[src/rtl/enqueue_agent_pkg.sv]
// Shared constants, FSM state type and SUME dst_port decode for the enqueue agent.
package enqueue_agent_pkg;

  localparam int unsigned NUM_PORTS      = 5;
  localparam int unsigned DST_POS        = 24;
  localparam int unsigned PIFO_VALID_POS = 36;
  localparam int unsigned TUSER_W        = 128;

  typedef enum logic [0:0] {
    SOP,
    IN_PKT
  } state_e;

  // Even dst bits select MAC ports 0..3; any odd bit targets the DMA/CPU port.
  function automatic logic [NUM_PORTS-1:0] dst_to_mask(input logic [7:0] dst);
    return {dst[1] | dst[3] | dst[5] | dst[7], dst[6], dst[4], dst[2], dst[0]};
  endfunction

endpackage

[src/rtl/enqueue_agent_if.sv]
// AXI-Stream side channel plus per-port buffer/PIFO control seen by the enqueue agent.
interface enqueue_agent_if;
  import enqueue_agent_pkg::*;

  logic                 s_axis_tvalid;
  logic                 s_axis_tready;
  logic [TUSER_W-1:0]   s_axis_tuser;
  logic                 s_axis_tlast;
  logic [NUM_PORTS-1:0] s_axis_buffer_almost_full;
  logic [NUM_PORTS-1:0] m_axis_ctl_pifo_in_en;
  logic [NUM_PORTS-1:0] m_axis_ctl_buffer_wr_en;

  modport slave (
    input  s_axis_tvalid,
    output s_axis_tready,
    input  s_axis_tuser,
    input  s_axis_tlast,
    input  s_axis_buffer_almost_full,
    output m_axis_ctl_pifo_in_en,
    output m_axis_ctl_buffer_wr_en
  );

  modport master (
    output s_axis_tvalid,
    input  s_axis_tready,
    output s_axis_tuser,
    output s_axis_tlast,
    output s_axis_buffer_almost_full,
    input  m_axis_ctl_pifo_in_en,
    input  m_axis_ctl_buffer_wr_en
  );

endinterface

[src/rtl/enqueue_agent.sv]
// Admission control: decides per-packet destinations on the first beat, then drives
// per-beat buffer write enables and a single PIFO insert pulse per admitted packet.
module enqueue_agent
  import enqueue_agent_pkg::*;
(
  input  logic          axis_aclk,
  input  logic          axis_resetn,
  enqueue_agent_if.slave axis
);

  state_e               state_q, state_d;
  logic [NUM_PORTS-1:0] admit_q, admit_d;
  logic [NUM_PORTS-1:0] wr_en_q, wr_en_d;
  logic [NUM_PORTS-1:0] pifo_q, pifo_d;
  logic [NUM_PORTS-1:0] dst_mask;
  logic [NUM_PORTS-1:0] admit_first;
  logic                 accept;
  logic                 sop;

  // No backpressure: ready simply tracks reset.
  assign axis.s_axis_tready = axis_resetn;
  assign accept             = axis.s_axis_tvalid & axis_resetn;
  assign sop                = (state_q == SOP);

  assign dst_mask    = dst_to_mask(axis.s_axis_tuser[DST_POS +: 8]);
  assign admit_first = dst_mask & ~axis.s_axis_buffer_almost_full;

  // Remaining tuser bits (including the reserved PIFO valid flag) are not consumed yet.
  logic unused_tuser;
  assign unused_tuser = ^{axis.s_axis_tuser[TUSER_W-1:DST_POS+8],
                          axis.s_axis_tuser[DST_POS-1:0],
                          axis.s_axis_tuser[PIFO_VALID_POS]};

  always_ff @(posedge axis_aclk) begin
    if (!axis_resetn) begin
      state_q <= SOP;
    end else begin
      state_q <= state_d;
    end
  end

  always_comb begin
    state_d = state_q;
    if (accept) begin
      unique case (state_q)
        SOP:     if (!axis.s_axis_tlast) state_d = IN_PKT;
        IN_PKT:  if (axis.s_axis_tlast)  state_d = SOP;
        default: state_d = SOP;
      endcase
    end
  end

  always_comb begin
    admit_d = admit_q;
    wr_en_d = '0;
    pifo_d  = '0;
    if (accept) begin
      if (sop) begin
        admit_d = admit_first;
        wr_en_d = admit_first;
        pifo_d  = admit_first;
      end else begin
        wr_en_d = admit_q;
      end
    end
  end

  always_ff @(posedge axis_aclk) begin
    if (!axis_resetn) begin
      admit_q <= '0;
      wr_en_q <= '0;
      pifo_q  <= '0;
    end else begin
      admit_q <= admit_d;
      wr_en_q <= wr_en_d;
      pifo_q  <= pifo_d;
    end
  end

  assign axis.m_axis_ctl_buffer_wr_en = wr_en_q;
  assign axis.m_axis_ctl_pifo_in_en   = pifo_q;

endmodule

[src/flat_wrapper.sv]
// flat-port wrapper written by rule: the top's interface ports become plain ports
module enqueue_agent_flat import enqueue_agent_pkg::*;
  (axis_aclk, axis_resetn, axis_s_axis_tvalid, axis_s_axis_tready, axis_s_axis_tuser, axis_s_axis_tlast, axis_s_axis_buffer_almost_full, axis_m_axis_ctl_pifo_in_en, axis_m_axis_ctl_buffer_wr_en);
  enqueue_agent_if axis_i ();
  input  logic axis_aclk;
  input  logic axis_resetn;
  input wire logic [$bits(axis_i.s_axis_tvalid)-1:0] axis_s_axis_tvalid;
  output wire logic [$bits(axis_i.s_axis_tready)-1:0] axis_s_axis_tready;
  input wire logic [$bits(axis_i.s_axis_tuser)-1:0] axis_s_axis_tuser;
  input wire logic [$bits(axis_i.s_axis_tlast)-1:0] axis_s_axis_tlast;
  input wire logic [$bits(axis_i.s_axis_buffer_almost_full)-1:0] axis_s_axis_buffer_almost_full;
  output wire logic [$bits(axis_i.m_axis_ctl_pifo_in_en)-1:0] axis_m_axis_ctl_pifo_in_en;
  output wire logic [$bits(axis_i.m_axis_ctl_buffer_wr_en)-1:0] axis_m_axis_ctl_buffer_wr_en;
  assign axis_i.s_axis_tvalid = axis_s_axis_tvalid;
  assign axis_s_axis_tready = axis_i.s_axis_tready;
  assign axis_i.s_axis_tuser = axis_s_axis_tuser;
  assign axis_i.s_axis_tlast = axis_s_axis_tlast;
  assign axis_i.s_axis_buffer_almost_full = axis_s_axis_buffer_almost_full;
  assign axis_m_axis_ctl_pifo_in_en = axis_i.m_axis_ctl_pifo_in_en;
  assign axis_m_axis_ctl_buffer_wr_en = axis_i.m_axis_ctl_buffer_wr_en;
  enqueue_agent u_core (.axis_aclk(axis_aclk), .axis_resetn(axis_resetn), .axis(axis_i));
endmodule
[config.mk]
export PLATFORM = sky130hd
export DESIGN_NAME = enqueue_agent_flat
export DESIGN_NICKNAME = d
export VERILOG_FILES = /design/src/rtl/enqueue_agent_pkg.sv /design/src/rtl/enqueue_agent_if.sv /design/src/rtl/enqueue_agent.sv /design/src/flat_wrapper.sv
export SDC_FILE = /design/constraint.sdc
export NUM_CORES = 1
export LEC_CHECK = 0
export ABC_AREA = 1
export CAP_MARGIN = 20
export CELL_PAD_IN_SITES_DETAIL_PLACEMENT = 2
export CELL_PAD_IN_SITES_GLOBAL_PLACEMENT = 2
export CORE_ASPECT_RATIO = 2
export CORE_MARGIN = 1
export CORE_UTILIZATION = 10
export DETAILED_ROUTE_END_ITERATION = 7
export PLACE_DENSITY_LB_ADDON = 0.1
export SYNTH_ARGS = -nofsm -noshare
export SYNTH_HDL_FRONTEND = slang
export SYNTH_SLANG_ARGS = --single-unit
[constraint.sdc]
create_clock -name axis_aclk -period 0.8 [get_ports axis_aclk]
set_input_delay 0.2 -clock axis_aclk [delete_from_list [all_inputs] [get_ports axis_aclk]]
set_output_delay 0.2 -clock axis_aclk [all_outputs]
set_load 0.005 [all_outputs]
==> qor.yml <==
drtPass1Iterations: 2
cts_tree: "built"
antenna_cells: 0
internal_power_mw: 1.40
cts-root-buf: "clkbuf_8"
htree_levels: 1
antenna_left: 0
die_h_um: 105
hold_buffers: 0
ys_warn_count: 0
timing.final.ws_setup_ps: -74.3
grt_pass1_wl_mm: 2.70
dp_cells: 155
max_slew.worst_pin.slew_ps: 167
routed_wl_mm: 1.65
skew_ps: 1.13
path_class: "reg -> out"
switchingPower_mw: 0.407
fill_cells: 604
pwr-share-comb: 0.133
critPathTopFamily: "flip-flops"
yosys.cell_types.count: 9
p_clk_frac: 0.404
io_buffers: 27
slowest_stage: "dfxtp_2"
hp-class: "in -> reg"
viasPerCell: 3.38
place_ws_ps: -609
dp_hpwl_mm: 1.34
layout_common_cells: "clkdlybuf4s50_1 (13), dfxtp_1 (12), inv_1 (11)"
dieWidth_um: 53.6
finalHoldViolations: 0
grt_usage: 0.0692
setup_violations: 16
areaGrowthSynthToFinish_pct: 92.9
cap_violations: 0
clk_latency_ps: 250
drt_iter0_drc: 4
die-area_sq_um: 5630
end_kind: "output port"
wire_per_inst_um: 10.4
rows: 37
cts_num_sinks: 16
ios: 148
drive_gt1_frac: 0.455
clk_pin_slew_worst_paths_ps: 70
violations: "negative setup slack"
syn-cell-area_sq_um: 532
nets: 239
swShare: 0.226
synthesis.nets: 203
syn_inst: 66
fmax_ghz: 1.14
post-route-min-period_ps: 874
clockBufferDepth: 2
slew_headroom: 0.888
critPathLaunchType: "flop"
synth_top_area_frac: 0.602
critPathBufInv: 1
finalCritPeriodShare: 1.09
avgSynthCellArea_sq_um: 8.06
crit_chain: "buf_2"
status: "finished with violations"
route.detailed.drc: 0
crit_required_ps: 600
rsz0062_at_grt: "yes"
start_util: 0.103
critical-path-max-stage-delay_ps: 310
final_util: 0.200
grt.overflow.total: 0
ys_seq_area_frac: 0.602
grt_pass1_vias: 600
antenna_found_initial: 0
design.core.area_sq_um: 5140
synthTopCellsByArea: "dfxtp_1 (60%), nand2_1 (11%), inv_1 (9.2%)"
p_leak_nw: 0.529
irDropWorstVdd_v: 0.000542
yosys.area.top_type: "dfxtp_1"
ys_ff_latch: 16
instances_no_fill: 159
mostFrequentLayoutCell: "clkdlybuf4s50_1"
timing.final.max_slew_violations: 0
cts_buffers: 3
grt_max_degree: 10
powerDensity_nw_per_um2: 1760
seq_power_share: 0.463
gp_congestion: 0.599
cp_max_fo: 1
crit_arrival_ps: 670
vias: 538
-- worst min-delay path, delay by kind of cell --
family / cells / cell delay (ps)
buf+inv: 2 / 150
simple gates: 3 / 190
-- per-stage QoR --
step	total power [mW]	area, sq um	hold slack [ps]	setup TNS (ps)
final	1.80	1030	314	-906
after global routing	1.89	1030	365	-1870
after CTS	1.83	982	390	-1080
after detailed placement	1.07	923	460	-10740
after global placement	1.07	923	445	-9840
after floorplan	0.910	538	287	0
-- kinds of logic (layout without fill, tap and decap cells) --
group | count (synthesis) | in the layout | share of synthesized area
flip-flops | 16 | 16 | 0.602
AO/OA/AOI/OAI | 6 | 6 | 0.0612
AND/OR/NAND/NOR | 30 | 30 | 0.231
buffers and inverters | 14 | 49 | 0.106
-- synthesized netlist by cell type --
cell type,n
a211oi_1,1
a21oi_1,5
buf_4,1
dfxtp_1,16
inv_1,13
nand2_1,16
nand3_1,6
nor2_1,7
nor2_2,1
-- power by group through the flow --
stage / Sequential, mW / Clock, mW / Combinational, mW
final: 0.835 / 0.728 / 0.239
after CTS: 0.835 / 0.770 / 0.230
after floorplan: 0.856 / 0 / 0.0535
after detailed placement: 0.853 / 0 / 0.221
after global routing: 0.837 / 0.788 / 0.265
after global placement: 0.852 / 0 / 0.217
-- final timing paths --
check | startpoint | to | slack (ps) | cells past startpoint
worst min register to register | u_core.admit_q[3] | u_core.admit_q[3] | 480 | 2
worst min-delay path | axis_s_axis_tuser[27] | u_core.axis.m_axis_ctl_pifo_in_en[4] | 310 | 5
worst max-delay path | u_core.axis.m_axis_ctl_pifo_in_en[4] | axis_m_axis_ctl_pifo_in_en[4] | -70 | 1
worst max register to register | u_core.state_q | u_core.admit_q[1] | -60 | 4
-- state kept, by name (all words and copies together) (netlist names) --
signal / count
u_core.admit_q: 5
u_core.axis.m_axis_ctl_buffer_wr_en: 5
u_core.axis.m_axis_ctl_pifo_in_en: 5
u_core.state_q: 1
-- per-layer routing --
metal / vias to the layer above / track usage / share of wire
li1: 268 / - / -
met1: 249 / 0.0621 / 0.32
met2: 17 / 0.125 / 0.61
met3: 4 / 0.0131 / 0.041
met4: 0 / 0.0508 / 0.033
met5: - / 0 / 0
-- final cells by class --
cell class | count | area [sq um] | share of cell area
flip-flops and latches | 16 | 325 | 0.317
repair buffers | 32 | 280 | 0.273
multi-input cells | 36 | 244 | 0.238
well taps | 58 | 72.6 | 0.0707
clock buffers | 4 | 55.1 | 0.0537
inverters | 13 | 48.8 | 0.0476
-- what timing repair did --
item	in CTS	in global routing
buffers inserted	0	0
gates resized for setup	62	17
setup endpoints to repair	27	26
pin swaps	7	5
No activity file was read; power rests on OpenSTA's default activity.
